`config.mk`:
```
export PLATFORM = sky130hd
export DESIGN_NAME = alu_arbiter
export DESIGN_NICKNAME = d
export VERILOG_FILES = /design/src/rtl/alu_arbiter.sv
export SDC_FILE = /design/constraint.sdc
export NUM_CORES = 1
export LEC_CHECK = 0
export ABC_AREA = 1
export ABC_CLOCK_PERIOD_IN_PS = 3100
export CAP_MARGIN = 15
export CORE_ASPECT_RATIO = 1.25
export CORE_MARGIN = 4
export CORE_UTILIZATION = 64
export CTS_BUF_LIST = sky130_fd_sc_hd__clkbuf_8 sky130_fd_sc_hd__clkbuf_16
export DETAILED_ROUTE_END_ITERATION = 10
export DONT_BUFFER_PORTS = 1
export PLACE_DENSITY_LB_ADDON = 0.3
export SLEW_MARGIN = 20
export SYNTH_ARGS = -nofsm -noshare
export SYNTH_HDL_FRONTEND = slang
export SYNTH_SLANG_ARGS = --single-unit
```
`constraint.sdc`:
```
create_clock -name clk -period 3.1 [get_ports clk]
set_input_delay 0.62 -clock clk [delete_from_list [all_inputs] [get_ports clk]]
set_output_delay 0.62 -clock clk [all_outputs]
set_load 0.05 [all_outputs]
```
`src/rtl/alu_arbiter.sv`:
```
// Round-robin arbiter sharing one combinational 8-bit ALU between NREQ requesters.
// Registers operands into the ALU, then returns the registered result and flags to the winner.
package alu_arbiter_pkg;
  localparam int unsigned DW           = 8;
  localparam int unsigned IDW          = 3;
  localparam int unsigned FLAG_UNKNOWN = 5;

  typedef struct packed {
    logic [DW-1:0] op;
    logic [DW-1:0] b;
    logic [DW-1:0] a;
  } alu_req_t;

  typedef enum logic [1:0] {
    ST_IDLE = 2'd0,
    ST_EXEC = 2'd1,
    ST_RESP = 2'd2
  } state_e;
endpackage

module alu_arbiter
  import alu_arbiter_pkg::*;
#(
  parameter int unsigned NREQ = 4
) (
  input  logic               clk,
  input  logic               rst_n,
  input  logic [NREQ-1:0]    req_valid,
  output logic [NREQ-1:0]    req_ready,
  input  logic [8*NREQ-1:0]  req_a,
  input  logic [8*NREQ-1:0]  req_b,
  input  logic [8*NREQ-1:0]  req_op,
  output logic [DW-1:0]      alu_a,
  output logic [DW-1:0]      alu_b,
  output logic [DW-1:0]      alu_op,
  input  logic [DW-1:0]      alu_z,
  input  logic [DW-1:0]      alu_flags,
  output logic               rsp_valid,
  input  logic               rsp_ready,
  output logic [IDW-1:0]     rsp_id,
  output logic [DW-1:0]      rsp_z,
  output logic [DW-1:0]      rsp_flags,
  output logic [DW-1:0]      err_cnt
);

  localparam int unsigned SW = IDW + 1;

  state_e         state_q;
  state_e         state_d;
  logic [IDW-1:0] rr_ptr;
  logic [7:0]     valid_pad;
  logic [IDW-1:0] cand;
  logic           grant_any;
  logic [IDW-1:0] grant_idx;
  logic [NREQ-1:0] grant_oh;
  alu_req_t       grant_req;
  logic           accept;
  logic           exec;
  logic           retire;
  logic [IDW-1:0] next_ptr;

  // (base + k) mod NREQ without a divider
  function automatic logic [IDW-1:0] wrap_add(input logic [IDW-1:0] base, input int unsigned k);
    logic [SW-1:0] sum;
    sum = {1'b0, base} + SW'(k);
    if (sum >= SW'(NREQ)) sum = sum - SW'(NREQ);
    return sum[IDW-1:0];
  endfunction

  assign valid_pad = 8'(req_valid);

  // Scan requesters starting at rr_ptr; first pending one wins
  always_comb begin
    grant_any = 1'b0;
    grant_idx = '0;
    cand      = '0;
    for (int unsigned k = 0; k < NREQ; k++) begin
      cand = wrap_add(rr_ptr, k);
      if (!grant_any && valid_pad[cand]) begin
        grant_any = 1'b1;
        grant_idx = cand;
      end
    end
  end

  // Winner one-hot and its operand slice
  always_comb begin
    grant_oh  = '0;
    grant_req = '0;
    for (int unsigned i = 0; i < NREQ; i++) begin
      if (grant_any && (grant_idx == IDW'(i))) begin
        grant_oh[i]  = 1'b1;
        grant_req.a  = req_a[i*8 +: 8];
        grant_req.b  = req_b[i*8 +: 8];
        grant_req.op = req_op[i*8 +: 8];
      end
    end
  end

  // State register
  always_ff @(posedge clk or negedge rst_n) begin
    if (!rst_n) state_q <= ST_IDLE;
    else        state_q <= state_d;
  end

  // Next-state logic
  always_comb begin
    state_d = state_q;
    unique case (state_q)
      ST_IDLE: if (grant_any) state_d = ST_EXEC;
      ST_EXEC: state_d = ST_RESP;
      ST_RESP: if (rsp_ready) state_d = ST_IDLE;
      default: state_d = ST_IDLE;
    endcase
  end

  // FSM outputs; req_ready is held low while reset is asserted
  always_comb begin
    req_ready = '0;
    accept    = 1'b0;
    exec      = 1'b0;
    retire    = 1'b0;
    unique case (state_q)
      ST_IDLE: begin
        accept = grant_any;
        if (rst_n) req_ready = grant_oh;
      end
      ST_EXEC: exec = 1'b1;
      ST_RESP: retire = rsp_ready;
      default: ;
    endcase
  end

  assign next_ptr = (rsp_id == IDW'(NREQ - 1)) ? '0 : rsp_id + IDW'(1);

  // Operand, response and fault-count registers
  always_ff @(posedge clk or negedge rst_n) begin
    if (!rst_n) begin
      alu_a     <= '0;
      alu_b     <= '0;
      alu_op    <= '0;
      rsp_id    <= '0;
      rsp_z     <= '0;
      rsp_flags <= '0;
      rsp_valid <= 1'b0;
      err_cnt   <= '0;
      rr_ptr    <= '0;
    end else begin
      if (accept) begin
        alu_a  <= grant_req.a;
        alu_b  <= grant_req.b;
        alu_op <= grant_req.op;
        rsp_id <= grant_idx;
      end
      if (exec) begin
        rsp_z     <= alu_z;
        rsp_flags <= alu_flags;
        rsp_valid <= 1'b1;
        if (alu_flags[FLAG_UNKNOWN] && (err_cnt != 8'hFF)) err_cnt <= err_cnt + 8'd1;
      end
      if (retire) begin
        rsp_valid <= 1'b0;
        rr_ptr    <= next_ptr;
      end
    end
  end

endmodule

```
Yosys cells after proc, flatten, opt, wreduce, memory -nomap -nowiden
Index checks and enable logic that the tools add are counted.
{ "totals": {"register_bits": 57, "input_bits": 119, "out_inout_bits": 56, "wordCells": 91} }
{ "op_classes": {"n_mux": 39, "reduce_logical": 16, "eq_ne": 9, "add_sub_neg": 9, "magnitude_cmp": 8} }
{ "ops": {"columns": ["op", "n"], "rows": [
  ["24-bit two-way mux", 4],
  ["3-bit two-way mux", 9],
  ["1-bit two-way mux", 17],
  ["3-bit by 4-bit less-than comparator with 1-bit output (second input constant)", 4],
  ["1-bit binary-select mux with 3-bit select", 4],
  ["4-bit by 3-bit >= comparator with 1-bit output (second input constant)", 3],
  ["3-bit subtractor (second input constant)", 4],
  ["3-bit by 2-bit == test with 1-bit output (second input constant)", 3],
  ["3-bit by 2-bit adder with 4-bit output (second input constant)", 2],
  ["8-bit by 1-bit adder with 8-bit output (second input constant)", 1],
  ["1-bit logical AND", 8],
  ["4-bit two-way mux", 2],
  ["8-bit != test (second input constant)", 1],
  ["2-bit case mux with 3 select lines", 1],
  ["3-bit by 1-bit adder with 4-bit output (second input constant)", 1],
  ["2-bit two-way mux", 2],
  ["2-bit != test (second input constant)", 2],
  ["2-bit AND reduction", 2],
  ["3-bit by 1-bit adder with 3-bit output (second input constant)", 1],
  ["3-bit by 1-bit == test with 1-bit output (second input constant)", 1],
  ["3-bit >= comparator (second input constant)", 1],
  ["1-bit zero test", 3],
  ["3-bit zero test", 1],
  ["2-bit by 1-bit == test with 1-bit output (second input constant)", 1],
  ["other kinds (3)", 3]
]} }

Logic depth before layout (Yosys ltp)
Gate-level depths: netlist of the first run.
{ "depth": {"ltp_word": 20, "mapped_depth": 18, "ltp_nobuf": 15} }

Worst setup path after synthesis of the first run
No wires, ideal clock.
{ "synth_timing": {"path_type": "register -> output", "start": "reg rr_ptr[0]", "end": "out req_ready[0]", "path_buffers": 3, "setup_slack_ps": -740, "path_stages_with_launch": 15, "arrival_time_ps": 3220, "path_cell_list": "dfrtp_1 > buf_6 > inv_6 > ha_1 > inv_1 > nand3_1 > inv_1 > nor2_2 > nand3_1 > nand2_1 > nor2_2 > nand2_2 > buf_6 > buf_6 > nor4_1"} }
{ "synth_via": {"elab_chain_cells": 19, "elab_cells_between_ends": 42, "cone_classes": "add/sub: 7; order compare: 4; mux: 23; reduce/logical: 8"} }
{ "synth_lines": {"columns": ["item", "line", "source"], "rows": [
  ["start: declaration", "50", "logic [IDW-1:0] rr_ptr;"],
  ["start signal: assignment", "163", "rr_ptr <= next_ptr;"],
  ["parallel branches: the longest is 15 deep, another holds 3-bit by 1-bit adder with 4-bit output", null, null],
  ["1-bit logical AND *", "91", "if (grant_any && (grant_idx == IDW'(i))) begin"],
  ["1-bit two-way mux *", "91", null],
  ["4-bit two-way mux *", "126", "if (rst_n) req_ready = grant_oh;"],
  ["4-bit two-way mux *", "123", "unique case (state_q)"],
  ["end: declaration", "29", "output logic [NREQ-1:0] req_ready,"]
]} }
Every way passes the cells marked *. The select of a mux whose other input is x is not followed.

Worst setup path after layout of the first run
{ "layout_timing": {"start": "reg rr_ptr[0]", "end": "out req_ready[3]"} }
{ "layout_via": {"elab_chain_cells": 19, "elab_cells_between_ends": 42, "cone_classes": "add/sub: 7; order compare: 4; eq/ne: 1; mux: 23; reduce/logical: 7"} }
{ "layout_lines": {"columns": ["item", "line"], "rows": [
  ["parallel branches: the longest is 15 deep, another holds 3-bit by 1-bit adder with 4-bit output", null],
  ["1-bit logical AND *", "91"],
  ["1-bit two-way mux *", "91"],
  ["4-bit two-way mux *", "126"],
  ["4-bit two-way mux *", "123"]
]} }
Marks and branches as above.

==> results of run 1 <==
## worst paths after layout
check	startpoint	end	depth (start not counted)
max in group asynchronous	rst_n	rr_ptr[1]	1
setup / recovery	rr_ptr[0]	req_ready[3]	12
hold / removal	rst_n	alu_op[0]	1
setup reg to reg	rr_ptr[0]	rsp_id[1]	9
min in group clk	rsp_ready	state_q[1]	1
hold reg to reg	rr_ptr[2]	rr_ptr[2]	2
## kinds of logic (layout without fill, tap and decap cells)
logic type / count (synthesis) / in the layout / synth area share
AND/OR/NAND/NOR: 316 / 317 / 0.394
adder cells (fa/ha/maj): 4 / 4 / 0.0138
multiplexers: 1 / 1 / 0.00312
flip-flops: 57 / 57 / 0.395
buffers and inverters: 93 / 96 / 0.120
XOR/XNOR: 7 / 7 / 0.0170
AO/OA/AOI/OAI: 37 / 37 / 0.0571
## registers in the layout, indices dropped and copies added, names as in the netlist
register	cells
alu_a	8
alu_b	8
alu_op	8
err_cnt	8
rr_ptr	3
rsp_flags	8
rsp_id	3
rsp_valid	1
rsp_z	8
state_q	2
## per-layer routing
layer	up-vias	GRT usage
met3	20	0.0779
met5	-	0
met4	0	0.118
met2	153	0.469
met1	1525	0.333
li1	1636	-
## layout make-up
type | count | area, um^2 | share of cell area
multi-input cells | 366 | 1830 | 0.464
flip-flops and latches | 57 | 1430 | 0.363
inverters | 66 | 258 | 0.0655
clock buffers | 12 | 165 | 0.0419
repair buffers | 14 | 138 | 0.0350
well taps | 64 | 80.1 | 0.0203
clock inverters | 4 | 42.5 | 0.0108
## synth_stat cells (2+ instances only)
library cell,instances
nand2_1,176
nand3_1,107
inv_1,58
dfrtp_1,57
o21ai_0,27
buf_2,13
buf_6,7
nand2_2,6
nor2_1,6
nor2_2,6
inv_2,5
ha_1,4
nor3_1,4
o21ai_1,4
xnor2_1,4
clkbuf_1,3
nand4_1,3
xor2_1,3
buf_4,2
o31ai_1,2
## stage by stage
stage / hold WS (ps) / worst slack [ps] / std cells / cell area (um^2) / util
4_1_cts: 151 / 52.4 / 580 / 3900 / 0.716
2_1_floorplan: 324 / -168 / 515 / 3640 / -
3_3_place_gp: 327 / 140 / 562 / 3630 / 0.668
3_5_place_dp: 327 / -18.1 / 562 / 3630 / 0.668
5_1_grt: 160 / -31.4 / 583 / 3940 / 0.723
6_report: 146 / 155 / 583 / 3940 / 0.723
## what timing repair did
item,4_1_cts,5_1_grt
endpoints found under the hold margin,57,0
setup buffers,1,2
endpoints found under the setup margin,5,30
gates resized for setup,4,4
pin swaps,1,2
hold buffers,1,0
cloned,0,1
==> key figures, run 1 <==
CTS
  • Clock latency on the worst-skew pair: 330 ps
  • Reg clk slew, reported paths: 60 ps
  • H-Tree Depth: 3
  • TritonCTS clock tree: done
  • CTS sink count: 57
  • TritonCTS buffer count: 9
  • CTS max path bufs: 2
  • Clock Tree Root: clkbuf_8

Drt
  • DRC viols: 0
  • DR WL met3: 881 um
  • Post-Route WL: 9.77 mm
  • Initial drt markers: 197
  • Routed via count: 3334
  • Wire per inst: 16.8 um
  • Vias per cell: 5.72
  • Post-route ant nets: 0
  • Routed metal-1 wirelength: 3.78 mm
  • DR top layer: met4
  • DRT Pass-1 Iters: 4
  • Met2 wire len: 4.87 mm

Timing
  • Total Neg Setup Slack: 0 ps
  • Unrepaired setup endpoints after global routing: true
  • Rel. slew slack: 0.360
  • Setup violators final: 0
  • Clock Skew: 5.89 ps
  • Fin. max-slew vios: 0
  • Worst-margin pin slew: 955 ps
  • Min cycle time layout: 2940 ps
  • Part of the cycle the worst path needs: 0.950
  • Highest Clock Rate: 0.340 GHz
  • Hold Vio Cnt, Final: 0

Global route
  • Total grt overflow: 0
  • Total GRT Usage: 0.281
  • Global-route wire length before repair: 15.1 mm
  • Initial antenna violation count: 0
  • Largest net degree at the start of global routing: 58
  • Number of global-route vias before repair: 3247

Floorplanning
  • Die width: 75.2 um
  • Die Y: 92.0 um
  • Site Rows: 30
  • CORE AREA: 5440 um^2
  • DIE AREA: 6920 um^2
  • Initial Util: 0.664
  • # IOs: 175

Worst setup path
  • CP top delay family: simple AND/OR/NAND/NOR gates
  • CP Capture Type: output pin
  • Critical path's slowest cell: dfrtp_1
  • Reg-to-reg slack, setup: 460 ps
  • Worst Path Buf+Inv: 4
  • CP peak stage delay: 420 ps
  • Critical Path RT: 2480 ps
  • Worst Setup Start Kind: register
  • Worst path cell trace: inv_6 -> ha_4 -> inv_1 -> nand3_2 -> nand3_2 -> nand3_4 -> nor2_2 -> nand2_1 -> nand2_2 -> inv_1 -> nor3_2 -> buf_4
  • Setup CP Type: reg -> out
  • Worst path arrival time: 2320 ps
  • Crit-path max FO: 9

Layout
  • Fillcell total: 452
  • Layout cells sized above 1: 0.127
  • Commonest non-fill, non-tap cells in the layout: 176 x nand2_1, 105 x nand3_1, 59 x inv_1
  • Antenna cells: 0
  • Layout Nets: 637
  • Most common cell after layout, fill and taps aside: nand2_1
  • Area grow syn2layout: 8.93%

Synth
  • Count of state elements after synthesis: 57
  • Synth Area per Inst: 7.02 um^2
  • Mapped Area: 3610 um^2
  • Sequential-to-total area share from yosys stat: 0.395
  • Share of the synthesized area in the top cell type: 0.395
  • Post-synth top flop: dfrtp_1
  • Yosys cell types: 38
  • Post-synth EDFFs: 0
  • Synth Instances: 515
  • Most area-hungry cell type in the Yosys netlist: dfrtp_1
  • Ys Warns: 0
  • Async SR Flop Fraction: 1.00
  • Syn_nets: 638
  • Main area contributors after synthesis: dfrtp_1 39%, nand2_1 18%, nand3_1 15%

Job
  • Max cap viols: 0

Placed design
  • Placed wire-length estimate: 6.98 mm
  • Placer Congestion: 0.957
  • IO Port Bufs: 0

Min path
  • Hold WC Path Type: in -> async

Run status
  • Status: completed
Power of run 1 is left out: the tool's default activity adds up to more than one toggle a clock period on the data nets, which glitch-free logic cannot reach.
==> inputs of run 2 (changes only) <==
--- a/config.mk
+++ b/config.mk
@@ -15,6 +15,7 @@
 export DETAILED_ROUTE_END_ITERATION = 10
 export DONT_BUFFER_PORTS = 1
 export PLACE_DENSITY_LB_ADDON = 0.3
+export REMOVE_ABC_BUFFERS = 1
 export SLEW_MARGIN = 20
 export SYNTH_ARGS = -nofsm -noshare
 export SYNTH_HDL_FRONTEND = slang
==> key figures, run 2 (synthesized netlist as in run 1, its figures left out) <==
Run status
  • Status: completed (unchanged)

Timing
  • Part of the cycle the worst path needs: 0.973 (was 0.950)
  • Worst-margin pin slew: 938 ps (was 955 ps)
  • Rel. slew slack: 0.371 (was 0.360)
  • Highest Clock Rate: 0.332 GHz (was 0.340 GHz)
  • Clock Skew: 9.12 ps (was 5.89 ps)
  • Hold Vio Cnt, Final: 0 (unchanged)
  • Min cycle time layout: 3020 ps (was 2940 ps)
  • Fin. max-slew vios: 0 (unchanged)
  • Setup violators final: 0 (unchanged)

Global route
  • Total GRT Usage: 0.273 (was 0.281)
  • Largest net degree at the start of global routing: 70 (was 58)
  • Number of global-route vias before repair: 3144 (was 3247)
  • Global-route wire length before repair: 14.6 mm (was 15.1 mm)
  • Total grt overflow: 0 (unchanged)
  • Initial antenna violation count: 0 (unchanged)

Drt
  • Initial drt markers: 137 (was 197)
  • Post-route ant nets: 0 (unchanged)
  • Post-Route WL: 9.24 mm (was 9.77 mm)
  • Wire per inst: 15.9 um (was 16.8 um)
  • DRT Pass-1 Iters: 4 (unchanged)
  • DRC viols: 0 (unchanged)
  • Routed via count: 3321 (was 3334)
  • Vias per cell: 5.70 (was 5.72)

Layout
  • Most common cell after layout, fill and taps aside: nand2_1 (unchanged)
  • Final instance count without filler cells: 583 (unchanged)
  • Commonest non-fill, non-tap cells in the layout: 176 x nand2_1, 107 x nand3_1, 57 x inv_1, 57 x dfrtp_1, 27 x o21ai_0 (was 176 x nand2_1, 105 x nand3_1, 59 x inv_1)
  • Antenna cells: 0 (unchanged)
  • Seq. cell area: 1430 um^2 (about the same)
  • Fillcell total: 444 (was 452)
  • Layout Nets: 637 (unchanged)
  • Layout cells sized above 1: 0.121 (was 0.127)
  • Multi-input gate area: 1810 um^2 (was 1830 um^2)
  • Area grow syn2layout: 7.23% (was 8.93%)

Placed design
  • Placer Congestion: 0.907 (was 0.957)
  • Placed wire-length estimate: 6.66 mm (was 6.98 mm)
  • DP Cell Count: 560 (was 562)
  • IO Port Bufs: 0 (unchanged)

CTS
  • H-Tree Depth: 3 (unchanged)
  • Clock Tree Root: clkbuf_8 (unchanged)
  • Reg clk slew, reported paths: 70 ps (was 60 ps)
  • Clock latency on the worst-skew pair: 340 ps (was 330 ps)
  • TritonCTS clock tree: done (unchanged)
  • CTS max path bufs: 2 (unchanged)
  • TritonCTS buffer count: 9 (unchanged)
  • CTS sink count: 57 (unchanged)

Floorplanning
  • Die Y: 92.0 um (unchanged)
  • Die width: 75.2 um (unchanged)
  • Site Rows: 30 (unchanged)
  • # IOs: 175 (unchanged)
  • CORE AREA: 5440 um^2 (unchanged)
  • Initial Util: 0.664 (unchanged)
  • DIE AREA: 6920 um^2 (unchanged)

Worst setup path
  • Critical path's slowest cell: dfrtp_1 (unchanged)
  • CP peak stage delay: 400 ps (was 420 ps)
  • Setup CP Type: reg -> out (unchanged)
  • Worst Setup Start Kind: register (unchanged)
  • Worst path cell trace: clkinv_4 -> ha_4 -> inv_1 -> nand3_1 -> nand3_2 -> nand3_4 -> nor3_1 -> nor2_4 -> nor3_1 -> buf_4 (was inv_6 -> ha_4 -> inv_1 -> nand3_2 -> nand3_2 -> nand3_4 -> nor2_2 -> nand2_1 -> nand2_2 -> inv_1 -> nor3_2 -> buf_4)
  • Crit-path max FO: 6 (was 9)
  • Worst path arrival time: 2400 ps (was 2320 ps)
  • Crit path top cell by count: nor3_1
  • Critical Path RT: 2480 ps (about the same)
  • CP Capture Type: output pin (unchanged)

Job
  • Max cap viols: 0 (unchanged)

Min path
  • Hold WC Path Type: in -> async (unchanged)
[run 2: per-layer routing]
layer	GRT usage	wire (um)	up-vias	share of wire
met5	0	0	-	0
met3	0.0855	939	12	0.10
met4	0.0904	161	0	0.017
met2	0.453	4670	154	0.51
li1	-	-	1637	-
met1	0.329	3470	1518	0.38
[run 2: cell type report]
type	count	area share
clock buffers	10	0.0355
inverters	66	0.0658
repair buffers	14	0.0332
multi-input cells	366	0.466
flip-flops and latches	57	0.368
well taps	64	0.0207
clock inverters	6	0.0110
[run 2: worst max-delay path, delay by kind of cell (launching register included)]
kind                     cells  cell delay [ps]
adder cells (fa/ha/maj)      1              270
flip-flops                   1              400
AND/OR/NAND/NOR              6              970
buffers and inverters        3              430
[run 2: what timing repair did]
item,4_1_cts,5_1_grt
hold buffers,1,0
pin swaps,0,2
endpoints found under the setup margin,18,30
buffers inserted,1,4
endpoints found under the hold margin,57,0
gates resized for setup,1,6
cloned,0,1
[run 2: through the flow]
step	util	setup slack, ps	cell area [um^2]	TNS, ps	hold WS (ps)
CTS	0.701	73.5	3820	0	144
global placement	0.660	115	3590	0	326
global route	0.712	-26.5	3880	-26.5	148
floorplan	-	-1270	3440	-3510	324
finish	0.712	84.3	3880	0	144
detailed placement	0.660	-46.4	3590	-72.8	326
[run 2: worst paths after layout]
check | startpoint | to | slack [ps] | cells past startpoint
setup reg to reg | rr_ptr[0] | rsp_id[1] | 470 | 11
min in group clk | alu_z[6] | rsp_z[6] | 400 | 2
hold / removal | rst_n | rr_ptr[0] | 140 | 1
max in group asynchronous | rst_n | rsp_id[1] | 2720 | 1
hold reg to reg | rr_ptr[2] | rr_ptr[2] | 570 | 2
setup / recovery | rr_ptr[0] | req_ready[2] | 80 | 10
Power of run 2 is left out for the same reason.
==> inputs of run 3 (changes only) <==
--- a/config.mk
+++ b/config.mk
@@ -7,7 +7,7 @@
 export LEC_CHECK = 0
 export ABC_AREA = 1
 export ABC_CLOCK_PERIOD_IN_PS = 3100
-export CAP_MARGIN = 15
+export CAP_MARGIN = 10
 export CORE_ASPECT_RATIO = 1.25
 export CORE_MARGIN = 4
 export CORE_UTILIZATION = 64
==> results of run 3 <==
Final layout, timing and power as in run 2 (identical DEF).
Power of run 3 is left out for the same reason.
